### src/rtl/sram_stream_reader_if.sv
// Single-port SRAM access bundle shared by the feature-map SRAM and its initiators.
// W_req is an active-low write enable; R_data returns one cycle after a cs cycle.
interface sp_ram_intf;
  logic        cs;
  logic        oe;
  logic        W_req;
  logic [31:0] addr;
  logic [31:0] W_data;
  logic [31:0] R_data;

  modport master (output cs, oe, W_req, addr, W_data, input R_data);
  modport slave  (input cs, oe, W_req, addr, W_data, output R_data);
endinterface

### src/rtl/sram_stream_reader.sv
// Strided word reader for the InOut feature-map SRAM, streaming 16-bit words over valid/ready.
// Optional stall counter output enabled by defining SRAM_READER_PERF_EN.
module sram_stream_reader #(
  parameter int FIFO_DEPTH = 4,
  parameter int MEM_WORDS  = 196608
) (
  input  logic        clk,
  input  logic        rstn,
  input  logic        start,
  input  logic [17:0] base_addr,
  input  logic [15:0] length,
  input  logic [7:0]  stride,
  output logic        busy,
  output logic        done,
  output logic        err,
  output logic        out_valid,
  output logic [15:0] out_data,
  input  logic        out_ready,
`ifdef SRAM_READER_PERF_EN
  sp_ram_intf.master  mem,
  output logic [31:0] stall_cycles
`else
  sp_ram_intf.master  mem
`endif
);

  localparam int PW = $clog2(FIFO_DEPTH);
  localparam int CW = $clog2(FIFO_DEPTH + 1);

  typedef enum logic [1:0] {IDLE, READ, DRAIN, DONE} state_t;

  state_t        state, state_nxt;
  logic [17:0]   cur_addr;
  logic [15:0]   remaining;
  logic [7:0]    stride_q;
  logic          inflight;
  logic [15:0]   fifo_mem [FIFO_DEPTH];
  logic [PW-1:0] wr_ptr, rd_ptr;
  logic [CW-1:0] count;
  logic [33:0]   end_addr;
  logic          range_bad, accept_start, credit_ok, issue, push, pop, oe_int;
  logic          unused_rdata_hi;

  // End address at full width so a long, wide-stride request can never alias into range.
  assign end_addr     = 34'(base_addr) + 34'(length - 16'd1) * 34'(stride);
  assign range_bad    = end_addr >= 34'(MEM_WORDS);
  assign accept_start = (state == IDLE) && start;

  // A read in flight already owns a FIFO slot, so the FIFO can never overflow.
  assign credit_ok = (count + CW'(inflight)) < CW'(FIFO_DEPTH);
  assign issue     = (state == READ) && (remaining != 16'd0) && credit_ok;
  assign push      = inflight;
  assign pop       = out_valid && out_ready;

  assign out_valid = (count != '0);
  assign out_data  = out_valid ? fifo_mem[rd_ptr] : 16'h0;

  assign mem.cs     = issue;
  assign mem.oe     = oe_int;
  assign mem.addr   = issue ? {14'b0, cur_addr} : 32'h0;
  assign mem.W_req  = 1'b1;
  assign mem.W_data = 32'h0;

  assign unused_rdata_hi = ^mem.R_data[31:16];

  always_ff @(posedge clk or negedge rstn) begin
    if (!rstn) state <= IDLE;
    else       state <= state_nxt;
  end

  always_comb begin
    // NOTE: every output of this block gets a default first so no path leaves it unassigned (no latches).
    state_nxt = state;
    busy      = 1'b0;
    done      = 1'b0;
    oe_int    = 1'b0;
    case (state)
      IDLE: begin
        if (start) state_nxt = (length == 16'd0 || range_bad) ? DONE : READ;
      end
      READ: begin
        busy   = 1'b1;
        oe_int = 1'b1;
        if (issue && remaining == 16'd1) state_nxt = DRAIN;
      end
      DRAIN: begin
        busy   = 1'b1;
        oe_int = inflight;
        if (pop && count == CW'(1) && !inflight) state_nxt = DONE;
      end
      DONE: begin
        done      = 1'b1;
        state_nxt = IDLE;
      end
      default: state_nxt = IDLE;
    endcase
  end

  always_ff @(posedge clk or negedge rstn) begin
    // NOTE: sequential state uses non-blocking assignments so every register sees pre-edge values.
    if (!rstn) begin
      cur_addr  <= '0;
      remaining <= '0;
      stride_q  <= '0;
      err       <= 1'b0;
      inflight  <= 1'b0;
      wr_ptr    <= '0;
      rd_ptr    <= '0;
      count     <= '0;
    end else begin
      if (accept_start) begin
        err       <= (length != 16'd0) && range_bad;
        cur_addr  <= base_addr;
        remaining <= length;
        stride_q  <= stride;
      end else if (issue) begin
        cur_addr  <= cur_addr + 18'(stride_q);
        remaining <= remaining - 16'd1;
      end
      inflight <= issue;
      if (push) wr_ptr <= wr_ptr + PW'(1);
      if (pop)  rd_ptr <= rd_ptr + PW'(1);
      if (push && !pop)      count <= count + CW'(1);
      else if (pop && !push) count <= count - CW'(1);
    end
  end

  // NOTE: FIFO storage has no reset; out_valid gates its contents, and out_data is forced to 0 when empty.
  always_ff @(posedge clk) begin
    if (push) fifo_mem[wr_ptr] <= mem.R_data[15:0];
  end

`ifdef SRAM_READER_PERF_EN
  always_ff @(posedge clk or negedge rstn) begin
    if (!rstn)                                                 stall_cycles <= '0;
    else if (accept_start)                                     stall_cycles <= '0;
    else if (busy && out_valid && !out_ready && stall_cycles != '1) stall_cycles <= stall_cycles + 32'd1;
  end
`endif

endmodule

### src/flat_wrapper.sv
// flat-port wrapper written by rule: the top's interface ports become plain ports
module sram_stream_reader_flat 
#(
  parameter int FIFO_DEPTH = 4,
  parameter int MEM_WORDS  = 196608
)
  (clk, rstn, start, base_addr, length, stride, busy, done, err, out_valid, out_data, out_ready, mem_cs, mem_oe, mem_W_req, mem_addr, mem_W_data, mem_R_data);
  sp_ram_intf mem_i ();
  input  logic clk;
  input  logic rstn;
  input  logic start;
  input  logic [17:0] base_addr;
  input  logic [15:0] length;
  input  logic [7:0] stride;
  output logic busy;
  output logic done;
  output logic err;
  output logic out_valid;
  output logic [15:0] out_data;
  input  logic out_ready;
  output wire logic [$bits(mem_i.cs)-1:0] mem_cs;
  output wire logic [$bits(mem_i.oe)-1:0] mem_oe;
  output wire logic [$bits(mem_i.W_req)-1:0] mem_W_req;
  output wire logic [$bits(mem_i.addr)-1:0] mem_addr;
  output wire logic [$bits(mem_i.W_data)-1:0] mem_W_data;
  input wire logic [$bits(mem_i.R_data)-1:0] mem_R_data;
  assign mem_cs = mem_i.cs;
  assign mem_oe = mem_i.oe;
  assign mem_W_req = mem_i.W_req;
  assign mem_addr = mem_i.addr;
  assign mem_W_data = mem_i.W_data;
  assign mem_i.R_data = mem_R_data;
  sram_stream_reader #(.FIFO_DEPTH(FIFO_DEPTH), .MEM_WORDS(MEM_WORDS)) u_core (.clk(clk), .rstn(rstn), .start(start), .base_addr(base_addr), .length(length), .stride(stride), .busy(busy), .done(done), .err(err), .out_valid(out_valid), .out_data(out_data), .out_ready(out_ready), .mem(mem_i));
endmodule
### config.mk
export PLATFORM = sky130hd
export DESIGN_NAME = sram_stream_reader_flat
export DESIGN_NICKNAME = d
export VERILOG_FILES = /design/src/rtl/sram_stream_reader_if.sv /design/src/rtl/sram_stream_reader.sv /design/src/flat_wrapper.sv
export SDC_FILE = /design/constraint.sdc
export NUM_CORES = 1
export LEC_CHECK = 0
export BUFFER_PORTS_ARGS = -buffer_cell sky130_fd_sc_hd__buf_2
export CAP_MARGIN = 20
export CORE_ASPECT_RATIO = 1.2
export CORE_UTILIZATION = 35
export DETAILED_ROUTE_END_ITERATION = 8
export PLACE_DENSITY_LB_ADDON = 0.15
export SYNTH_ARGS = -nofsm -noshare
export SYNTH_HDL_FRONTEND = slang
export SYNTH_SLANG_ARGS = --single-unit
export TNS_END_PERCENT = 30
### constraint.sdc
create_clock -name clk -period 3.35 [get_ports clk]
set_input_delay 0 -clock clk [delete_from_list [all_inputs] [get_ports clk]]
set_output_delay 0 -clock clk [all_outputs]
set_load 0.005 [all_outputs]
* After elaboration in Yosys (flattened, before gate mapping)
Memories as Yosys holds them, arrays and structs flattened.
Cells that the tools add are included.
** Operators by class
- Multiplexer cells :: 18
- Multipliers :: 1
- Equality and inequality tests :: 8
- Add/subtract/negate cells :: 9
- Div/mod/pow operators :: 0
- Reductions and logical operators :: 22
- Order comparisons :: 2
- Bitwise operators :: 0
- Shift operators :: 0
** Operators with widths (number)
- $mux W18 :: 3
- $mux W16 :: 3
- $add A18 B34 Y34 :: 1
- $ge A34 B18 Y1 const B :: 1
- $mul A34 B8 Y34 :: 1
- $reduce_bool A16 Y1 :: 2
- $add A18 B8 Y18 :: 1
- $sub A16 B1 Y17 const B :: 1
- $eq A16 B1 Y1 const B :: 1
- $logic_not A16 Y1 :: 1
- $sub A16 B1 Y16 const B :: 1
- $logic_and A1 B1 Y1 :: 10
- $mux W2 :: 4
- $pmux W2 S4 :: 1
- $mux W3 :: 2
- $add A2 B1 Y2 const B :: 2
- $eq A2 B2 Y1 const B :: 2
- $mux W1 :: 4
- $ne A2 B2 Y1 const B :: 2
- $reduce_bool A2 Y1 :: 2
- $add A3 B1 Y3 :: 1
- $add A3 B1 Y3 const B :: 1
- $eq A3 B1 Y1 const B :: 1
- $lt A3 B3 Y1 const B :: 1
- other kinds (10) :: 11
** Storage, ports and cells
- Memory bits (writable) :: 64
- Bits in read-only memories :: 0
- Output and inout port bits :: 87
- Word-level logic and storage cells :: 70
- Latch bits :: 0
- Memories kept :: 1
- Register bits after elaboration :: 53
- Input bits :: 78
** Memories
- u_core.fifo_mem :: words 4, width 16, read ports 1, clocked after memory_dff 0, wr ports 1, RTL line sram_stream_reader.sv:37 : logic [15:0] fifo_mem [FIFO_DEPTH];

* Longest topological paths before layout
Gate-level depths: netlist of run 1.
- Depth after elaboration :: 8
- Mapped depth :: 28
- Mapped depth without buffers :: 26

* Least setup slack after synthesis of run 1
Ideal clock, no wire load.
- Path type :: input to register
- Start point :: in length[0]
- End point :: reg u_core.state[1]
- Path buffers :: 2
- Setup time :: 0.140 ns
- Stages :: 26
- Required time :: 3.210 ns
- Path slack :: -3.090 ns
- Arrival time :: 6.300 ns
- Path through :: clkbuf_1 -> inv_1 -> ha_1 -> nand2_1 -> or3_4 -> or4_4 -> nor4_2 -> xor2_1 -> and2_1 -> fa_1 -> fa_1 -> fa_1 -> inv_1 -> fa_1 -> inv_1 -> ha_1 -> clkbuf_1 -> a21oi_1 -> o21ai_0 -> or3_1 -> o21ba_2 -> nor4_1 -> o211ai_1 -> a2111oi_0 -> and4bb_2 -> a41oi_1
** Between the ends
- Cells in the longest elaborated chain, start to end :: 8
- Elaborated cells between the ends (all ways) :: 9
- Those cells by class :: 2 x add/sub; 1 x mul; 1 x order compare; 3 x mux; 2 x reduce/logical
** Ends and longest elaborated chain
- start: declaration :: RTL line flat_wrapper.sv:13 : input logic [15:0] length;
- $sub A16 B1 Y17 :: RTL line sram_stream_reader.sv:45 : assign end_addr = 34'(base_addr) + 34'(length - 16'd1) * 34'(stride);
- $mul A34 B8 Y34 :: RTL line sram_stream_reader.sv:45
- $add A18 B34 Y34 :: RTL line sram_stream_reader.sv:45
- $ge A34 B18 Y1 :: RTL line sram_stream_reader.sv:46 : assign range_bad = end_addr >= 34'(MEM_WORDS);
- $logic_or A1 B1 Y1 (*) :: RTL line sram_stream_reader.sv:79 : if (start) state_nxt = (length == 16'd0 || range_bad) ? DONE : READ;
- $mux W2 (*) (2 in series) :: RTL line sram_stream_reader.sv:79
- $pmux W2 S4 (*) :: RTL line sram_stream_reader.sv:77 : case (state)
- end signal: assignment :: RTL line sram_stream_reader.sv:68 : else state <= state_nxt;
- end: declaration :: RTL line sram_stream_reader.sv:32 : state_t state, state_nxt;
Every way passes the cells marked *; elsewhere a longest branch is shown, timed or not. The select of a mux whose other input is x is not followed.
A chain may end at the register's enable or synchronous reset.

* Final worst setup path of run 1
- Start point :: in length[2]
- End point :: reg u_core.state[1]
The elaborated chain is that of the path after synthesis.

==> flow_metrics.tcl, run 1 <==
set metrics [dict create \
    cts_made_buffers 17 \
    path_clk_slew_ps 60 \
    dp_slack_ps -3456 \
    synth_edf_count 64 \
    max_stage_delay_ps 560 \
    p_comb_share_pct 61.3 \
    htreeDepth 4 \
    fillers 3236 \
    fin_nets 1787 \
    clock_latency_ps 420 \
    hpwl_um 24900 \
    cts-root-buf "clkbuf_16" \
    synth_flop_cell "edfxtp_1" \
    ir_drop_mv 0.3846 \
    area_growth_pct 31.07 \
    grt-ovfl-total 0 \
    grt_max_degree 38 \
    io_buffers 101 \
    die_height_um 203.0 \
    ys_async_sr_fraction_pct 45.30 \
    clockPowerShare_pct 20.7 \
    worst_slack_ps -2631 \
    multi_input_area_um2 7854 \
    syn_area_um2 11780 \
    post_route_cells_drive_above_1_share_pct 27.36 \
    start_kind "primary input" \
    postRouteAntennaNets 0 \
    vias_per_cell 4.535 \
    p_int_mw 5.054 \
    crit_path_end_kind "flop" \
    synthSimpleGateAreaFrac_pct 16.94 \
    drt-total-wl_um 30370 \
    start_util_pct 35.53 \
    track_usage_pct 18.64 \
    rsz0062_at_grt "true" \
    p_switching_mw 3.380 \
    cts_sinks 117 \
    ioPinCount 165 \
    rr_startpoint "u_core.cur_addr[0]" \
    gp_congestion 0.8476 \
    ff_latch_area_um2 3248 \
    synth_compound_area_share_pct 7.700 \
    p_seq_share_pct 18.0 \
    avgSynthCellArea_um2 9.909 \
    total_power_mw 8.434 \
    cp-startpoint "length[2]" \
    clock-skew-final_ps 14.27 \
    synthAdderAreaFrac_pct 29.50 \
    synth-seq-cells 117 \
    critPathMaxFanout 5 \
    critPathSlowestCell "fa_1" \
    firstDrtPassIters 4 \
    finalHoldViolations 0 \
    synthMuxAreaShare_pct 4.110 \
    setup_viol 2 \
    cp.arrival_ps 6260 \
    min_path_type "primary input to flop" \
    p_sw_share_pct 40.08 \
    drcViolationCount 0 \
    syn-instance-count 1189 \
    die_x_um 169.5 \
    synth_top_family_by_area "adder cells" \
    n_antenna_cell 0 \
    p_per_area_nw_per_um2 546.2 \
    outcome "complete, but fails checks" \
    crit_top_cell "buf_4" \
    die_area_um2 34400 \
    slew_headroom_pct 41.31 \
    synthXorXnorAreaFrac_pct 3.940 \
    cts_tree "built" \
    yosysWarnings 0 \
    crit_required_ps 3630 \
    cts_max_path_buffers 2 \
    synth_seq_area_share_pct 27.57 \
    timing.final.crit_share_pct 178.5 \
    num_vias 8952 \
    drv_cap 0 \
    fin_crit_ps 5981 \
    fin_util_pct 46.58 \
    slew_viol_final 0 \
    grt_pass1_wl_um 49560 \
    fmax_mhz 167.2 \
    tns_ps -5206 \
    core_region_area_um2 33160 \
    grt_pass1_vias 9611 \
    min_from "length[12]" \
    crit_type "primary input to flop" \
    yosysUniqueCellTypes 66 \
    worst_pin_slew_ps 880.3 \
    power.leakage_nw 6.974 \
    drtIter0Drc 345 \
    num_rows 73 \
    antenna_found_initial 0 \
    violations "setup timing" \
    routedWlPerCell_um 15.39 \
]
==> state kept, by name, summed over array words and instances, names as in the netlist <==
register / flops
u_core.wr_ptr: 2
u_core.inflight: 1
u_core.stride_q: 8
u_core.state: 2
u_core.cur_addr: 18
u_core.count: 3
u_core.remaining: 16
u_core.err: 1
u_core.rd_ptr: 2
u_core.fifo_mem: 64
==> kinds of logic after synthesis <==
kind of cell / after synthesis
compound gates: 145
xor+xnor: 53
fa+ha+maj: 198
buf+inv: 270
flops: 117
mux: 28
other cells: 2
simple gates: 376
==> Yosys cell counts, drive strengths merged, types with 7 or more instances <==
cell type,n,share of area [%]
nand2,131,4.2
xnor2,33,2.5
dfrtp,53,11
nor4,8,0.66
a21oi,33,1.4
mux4,16,3.1
and2,74,3.9
nor3,15,0.64
edfxtp,64,16
xor2,20,1.5
fa,133,23
clkbuf,32,1.0
nor2,32,1.0
o211ai,7,0.45
inv,188,6.0
mux2i,9,0.76
a21o,10,0.64
nand2b,20,1.1
buf,50,3.2
o21ai,57,2.4
ha,65,6.9
nor2b,57,3.0
a211oi,9,0.57
==> what timing repair did <==
item | in CTS | in global routing
endpoints found under the setup margin | 2 | 2
hold buffers | 45 | 0
hold endpoints to repair | 126 | 0
setup buffers | 11 | 0
resized for setup | 67 | 3
pin swaps | 62 | 2
==> metal layers <==
layer	track usage [%]	wire length, um	vias up
met1	23.17	13030	4388
met3	1.832	707	33
met2	33.94	15960	158
met4	5.470	681	0
met5	0	0	-
li1	-	-	4373
==> layout make-up <==
| cell class | instances | area share (%) |
|---|---|---|
| multi-input cells | 847 | 50.86 |
| flip-flops and latches | 117 | 21.03 |
| repair buffers | 340 | 16.09 |
| inverters | 188 | 4.602 |
| well taps | 450 | 3.646 |
| clock buffers | 17 | 2.755 |
| clock inverters | 15 | 1.013 |
==> power by group through the flow <==
stage	logic [mW]	registers, mW	clock network [mW]
after floorplan	2.70	1.55	0
after CTS	5.11	1.52	1.79
final	5.17	1.52	1.75
after detailed placement	4.30	1.55	0
after global routing	5.78	1.52	1.85
after global placement	4.28	1.55	0
==> final timing paths <==
check | endpoint | slack (ps) | cells past startpoint
hold / removal | u_core.remaining[12] | 20 | 4
setup / recovery | u_core.state[1] | -2630 | 29
min in group asynchronous | u_core.cur_addr[0] | 220 | 2
max in group asynchronous | u_core.remaining[9] | 2330 | 3
hold reg to reg | u_core.stride_q[4] | 480 | 2
setup reg to reg | u_core.cur_addr[8] | 550 | 12
==> critical path: cells and delay by family <==
kind                     cells  cell delay (ps)
AO/OA/AOI/OAI                4              680
adder cells (fa/ha/maj)      5             2220
buffers and inverters        9              980
XOR/XNOR                     2              450
AND/OR/NAND/NOR              9             1930
==> metrics by stage <==
step / instance area, um^2 / hold slack [ps] / cells
final: 15440 / 22.80 / 1974
after global routing: 15440 / 22.35 / 1974
after CTS: 15430 / 4.530 / 1974
after detailed placement: 14000 / 138.6 / 1886
after global placement: 14000 / 145.4 / 1886
after floorplan: 12040 / -295.6 / 1234
==> placed cells by master, fill, tap and decap left out, drive strengths merged, types with 53 or more instances in the layout <==
master  netlist  final
edfxtp       64     64
fa          133    133
ha           65     65
o21ai        57     57
and2         74     74
nor2b        57     57
inv         188    198
nand2       131    131
buf          50    295
dfrtp        53     53
Power figures use the tool's default switching activity.
==> run 2: changes to the inputs <==
Settings changed: ABC_AREA set to 1, GPL_ROUTABILITY_DRIVEN set to 0.
==> run 2 against run 1 <==
Net effect:
- the flow still finishes with violations (setup timing)
- clock-buffer cell count increased by 1
- sequential cell count unchanged
- cell area increased by 3.1%
- sequential power rose by 42%
- critical path type unchanged
- largest cell class unchanged
==> flow_metrics.tcl, run 2 <==
set metrics [dict create \
    outcome "complete, but fails checks" \
    violations "setup timing" \
    slew_viol_final 0 \
    timing.final.crit_share_pct 148.9 \
    grt_pass1_vias 10790 \
    total_power_mw 12.20 \
    synthTopCellsByCount "inv_1 (327), nand2_1 (322), nor2_1 (246)" \
    cts_tree "built" \
    drv_cap 0 \
    top_regs "u_core.fifo_mem (64), u_core.cur_addr (18), u_core.remaining (16)" \
    firstDrtPassIters 5 \
    slew_headroom_pct 26.58 \
    rr_startpoint "u_core.state[1]" \
    n_antenna_cell 0 \
    min_to "u_core.remaining[7]" \
    reg2reg_to "u_core.cur_addr[7]" \
    core_region_area_um2 35000 \
    top_register "u_core.fifo_mem" \
    synth-seq-cells 117 \
    ff2ff_path_depth 9 \
    drt-total-wl_um 34600 \
    path_clk_slew_ps 60 \
    drcViolationCount 0 \
    min_from "length[7]" \
    fin_crit_ps 4988 \
    io_buffers 101 \
    antenna_found_initial 0 \
    drtIter0Drc 486 \
    layout_common_cells "inv_1 (309), nand2_1 (288), nor2_1 (221)" \
    num_rows 75 \
    syn-instance-count 1587 \
    worst_slack_ps -1638 \
    yosysTopAreaCell "fa_1" \
    area_growth_pct 27.73 \
    start_util_pct 35.60 \
    cts_made_buffers 17 \
    grt_pass1_wl_um 55680 \
    clock_latency_ps 420 \
    fin_cells 2332 \
    fin_nets 2133 \
    die_height_um 208.7 \
    synth_flop_cell "edfxtp_1" \
    fmax_mhz 200.5 \
    clock-skew-final_ps 9.037 \
    cp.arrival_ps 5300 \
    yosysUniqueCellTypes 49 \
    post_route_cells_drive_above_1_share_pct 23.64 \
    postRouteAntennaNets 0 \
    r2r_setup_slack_ps 340 \
    hold_depth 4 \
    p_per_area_nw_per_um2 766.4 \
    synth_seq_area_share_pct 26.06 \
    mostFrequentLayoutCell "inv_1" \
    ys_async_sr_fraction_pct 45.30 \
    cts_sinks 117 \
    largest_reg_flops 64 \
    setup_viol 2 \
    fin_util_pct 45.48 \
    synth_edf_count 64 \
    rsz0062_at_grt "true" \
    crit_type "primary input to flop" \
    synthTopCellsByArea "fa_1 (21%), edfxtp_1 (15%), dfrtp_1 (11%)" \
    worst_pin_slew_ps 1097 \
    crit_top_cell "inv_2" \
    routedWlPerCell_um 14.84 \
    vias_per_cell 4.583 \
    crit_required_ps 3660 \
    syn_area_um2 12460 \
    min_path_type "primary input to flop" \
    num_vias 10690 \
    crit_path_end_kind "flop" \
    grt-ovfl-total 0 \
    power.leakage_nw 7.941 \
    die_area_um2 36370 \
    ir_drop_mv 0.3869 \
    synth_top_area_share_pct 21.37 \
    start_kind "primary input" \
    cts-root-buf "clkbuf_16" \
    hpwl_um 28600 \
    htreeDepth 4 \
    critPathMaxFanout 4 \
    place_inst 2263 \
    critPathSlowestCell "fa_1" \
    synthMostInstantiatedCell "inv_1" \
    finalHoldViolations 0 \
    grt_max_degree 62 \
    track_usage_pct 19.66 \
    yosysWarnings 0 \
    die_x_um 174.3 \
    max_stage_delay_ps 530 \
    ioPinCount 165 \
    cts_max_path_buffers 2 \
    avgSynthCellArea_um2 7.853 \
]
## run 2: cell types whose count changed after synthesis, sizes merged, moves of 15 or more
cell    previous run  this run
xnor2             33         7
inv              188       337
and2              74         2
nand2            131       325
nand3              6        49
mux4              16         0
o221ai             1        16
nor2b             57         0
a21oi             33        50
nor2              32       255
nand2b            20         0
## run 2: layout make-up
type / count / area [um^2]
Fill cell: 3530 / 19080
Tap cell: 462 / 578.1
Inverter: 340 / 1290
Timing Repair Buffer: 288 / 2061
Clock buffer: 18 / 429.2
Clock inverter: 14 / 175.2
Sequential cell: 117 / 3248
Multi-Input combinational cell: 1093 / 8137
## run 2: where the power goes
group	internal [mW]	leakage (nW)	switching [mW]
clock network	1.17	0.289	0.680
registers	1.95	1.25	0.214
logic	3.25	6.40	4.93
## run 2: worst max-delay path by stage
stage,start,end,slack (ps)
6_report,length[1],u_core.state[1],-1640
5_1_grt,length[1],u_core.state[1],-1890
4_1_cts,length[2],u_core.state[1],-1620
3_5_place_dp,length[2],u_core.state[1],-2190
3_3_place_gp,length[2],u_core.state[1],-2160
2_1_floorplan,length[0],u_core.state[1],-1430
## run 2: worst max-delay path: cells and delay by family
family / cells / cell delay [ps]
buffers and inverters: 10 / 720
adders and majority gates: 5 / 2340
and+or+nand+nor: 20 / 2250
## run 2: cell families after synthesis
| kind of cell | share of synthesized area, % |
|---|---|
| adders and majority gates | 27.89 |
| xor gates and xnor gates | 1.968 |
| AOI/OAI and AO/OA | 7.329 |
| and+or+nand+nor | 22.37 |
| buffers and inverters | 14.32 |
| DFF | 26.06 |
| other | 0.06026 |
## run 2: layer usage
metal  vias up  wire [um]  GRT usage, %
li1       5301          -             -
met1      5128      14500         24.10
met2       206      18040         35.11
met3        53        851         1.729
met4         0       1200         8.379
met5         -          0             0
## run 2: metrics by stage
| step | worst slack [ps] | hold WS (ps) | setup TNS [ps] | instance area (um^2) |
|---|---|---|---|---|
| floorplan | -1432 | -295.6 | -2840 | 12730 |
| CTS | -1625 | 9.898 | -3219 | 15430 |
| global placement | -2159 | 148.5 | -4279 | 14490 |
| global route | -1893 | 43.65 | -3755 | 15920 |
| detailed placement | -2195 | 148.0 | -4343 | 14490 |
| finish | -1638 | 23.43 | -3226 | 15920 |
## run 2: repair_timing
action | 4_1_cts | 5_1_grt
hold buffers | 29 | 0
setup buffers | 1 | 7
endpoints found under the setup margin | 2 | 2
endpoints found under the hold margin | 109 | 0
resized for setup | 12 | 111
pin swaps | 6 | 70
==> run 3: changes to the inputs <==
Clock period 3.35 ns to 4.45 ns, I/O delays scaled along.
==> run 3 against run 2 <==
Net effect:
- the run ends with hold timing, setup timing left
- sequential cell count stayed put
- utilization shrank 0.27 points
- routed wire length up 1.1%
- clock skew shrank 2.4 ps
- die area stayed put
- worst setup slack improved by 1400 ps
- global-route usage grew 0.54 points
- power shrank 26%
- hold slack lost 24 ps
- clock power fell by 28%
- via count is 0.76% lower
- register-to-register slack improved by 820 ps
- critical endpoint unchanged
- highest routed layer unchanged
==> flow_metrics.tcl, run 3 (synthesized netlist as in run 2, its figures left out) <==
set metrics [dict create \
    ioPinCount 165 \
    drt-total-wl_um 34990 \
    r2r_setup_slack_ps 1160 \
    fin_crit_ps 4721 \
    ff_latch_area_um2 3248 \
    crit_path_end_kind "flop" \
    area_growth_pct 26.97 \
    cts_made_buffers 17 \
    max_stage_delay_ps 530 \
    total_power_mw 9.056 \
    finalHoldViolations 1 \
    worst_pin_slew_ps 1090 \
    p_sw_share_pct 48.29 \
    p_int_mw 4.683 \
    p_switching_mw 4.373 \
    fillers 3557 \
    routedWlPerCell_um 15.04 \
    core_region_area_um2 35000 \
    postRouteAntennaNets 0 \
    top_register "u_core.fifo_mem" \
    hold_slack_ps -0.6641 \
    power.leakage_nw 7.890 \
    fmax_mhz 211.8 \
    drcViolationCount 0 \
    ir_drop_mv 0.3230 \
    rr_startpoint "u_core.state[1]" \
    start_util_pct 35.60 \
    min_from "base_addr[17]" \
    grt-ovfl-total 0 \
    largest_reg_flops 64 \
    tns_ps -539.9 \
    vias_per_cell 4.560 \
    layout_common_cells "inv_1 (309), nand2_1 (287), nor2_1 (221)" \
    htreeDepth 4 \
    start_kind "primary input" \
    n_antenna_cell 0 \
    min_path_type "primary input to flop" \
    critPathMaxFanout 7 \
    worst_slack_ps -271.2 \
    ff2ff_path_depth 9 \
    slew_headroom_pct 27.08 \
    hpwl_um 28950 \
    setup_viol 2 \
    cts_tree "built" \
    grt_pass1_wl_um 57440 \
    slew_viol_final 0 \
    mostFrequentLayoutCell "inv_1" \
    num_rows 75 \
    violations "hold timing, setup timing" \
    num_vias 10610 \
    clock-skew-final_ps 6.609 \
    die_x_um 174.3 \
    die_height_um 208.7 \
    firstDrtPassIters 7 \
    post_route_cells_drive_above_1_share_pct 23.02 \
    grt_max_degree 62 \
    cp-startpoint "length[2]" \
    p_comb_share_pct 67.4 \
    drtIter0Drc 477 \
    fin_nets 2127 \
    cts_sinks 117 \
    crit_top_cell "nand2_1" \
    multi_input_area_um2 8115 \
    top_regs "u_core.fifo_mem (64), u_core.cur_addr (18), u_core.remaining (16)" \
    cts_max_path_buffers 2 \
    place_inst 2248 \
    p_seq_share_pct 17.9 \
    cts-root-buf "clkbuf_16" \
    io_buffers 101 \
    grt_pass1_vias 11000 \
    hold_depth 3 \
    drv_cap 0 \
    path_clk_slew_ps 60 \
    die_area_um2 36370 \
    antenna_found_initial 0 \
    timing.final.crit_share_pct 106.1 \
    critPathSlowestCell "fa_1" \
    clock_latency_ps 430 \
    cp.arrival_ps 5040 \
    crit_type "primary input to flop" \
    crit_required_ps 4770 \
    fin_cells 2326 \
    min_to "u_core.cur_addr[17]" \
    track_usage_pct 20.20 \
    reg2reg_to "u_core.cur_addr[7]" \
    clockPowerShare_pct 14.7 \
    outcome "complete, but fails checks" \
    p_per_area_nw_per_um2 572.3 \
    rsz0062_at_grt "true" \
]
-- run 3: power by group through the flow --
stage,Clock [mW],Combinational (mW),Sequential (mW)
after CTS,1.35,5.88,1.63
after detailed placement,0,5.27,1.65
after floorplan,0,3.63,1.59
after global placement,0,5.26,1.64
after global routing,1.40,6.90,1.66
final,1.33,6.10,1.63
-- run 3: per-stage QoR --
stage               cell area [um^2]  hold slack [ps]  util (%)  setup slack [ps]
floorplan                      12730           -295.6         -            -332.2
global placement               14380            210.2     41.08            -985.5
detailed placement             14380            206.9     41.08             -1018
CTS                            15650            1.338     44.71            -345.7
global route                   15820            17.59     45.20            -614.8
finish                         15820          -0.6641     45.20            -271.2
-- run 3: worst max-delay path, delay by kind of cell --
kind | cells | cell delay [ps]
adder cells (fa/ha/maj) | 5 | 2280
buffers and inverters | 10 | 960
XOR/XNOR | 1 | 130
AND/OR/NAND/NOR | 20 | 1630
-- run 3: final cells by class --
class	count	share of cell area, %
Multi-Input combinational cell	1093	51.29
Sequential cell	117	20.53
Timing Repair Buffer	282	12.76
Inverter	340	8.169
Tap cell	462	3.653
Clock buffer	18	2.712
Clock inverter	14	0.8857
-- run 3: worst max path at each step --
stage / cells past startpoint / end
after CTS: 37 / u_core.state[1]
after global placement: 36 / u_core.state[1]
after global routing: 39 / u_core.state[1]
after floorplan: 26 / u_core.state[1]
after detailed placement: 36 / u_core.state[1]
final: 36 / u_core.state[1]
-- run 3: what timing repair did --
item	CTS	global route
gates cloned	0	0
pin swaps	63	21
buffers inserted	6	3
resized for setup	76	45
hold buffers	37	0
setup endpoints to repair	2	2
hold endpoints to repair	137	0
-- run 3: layer usage --
| metal | vias up | track usage (%) | share of wire (%) |
|---|---|---|---|
| li1 | 5278 | - | - |
| met2 | 175 | 36.38 | 52 |
| met5 | - | 0 | 0 |
| met4 | 0 | 7.018 | 3.0 |
| met3 | 49 | 2.384 | 2.7 |
| met1 | 5105 | 24.73 | 43 |
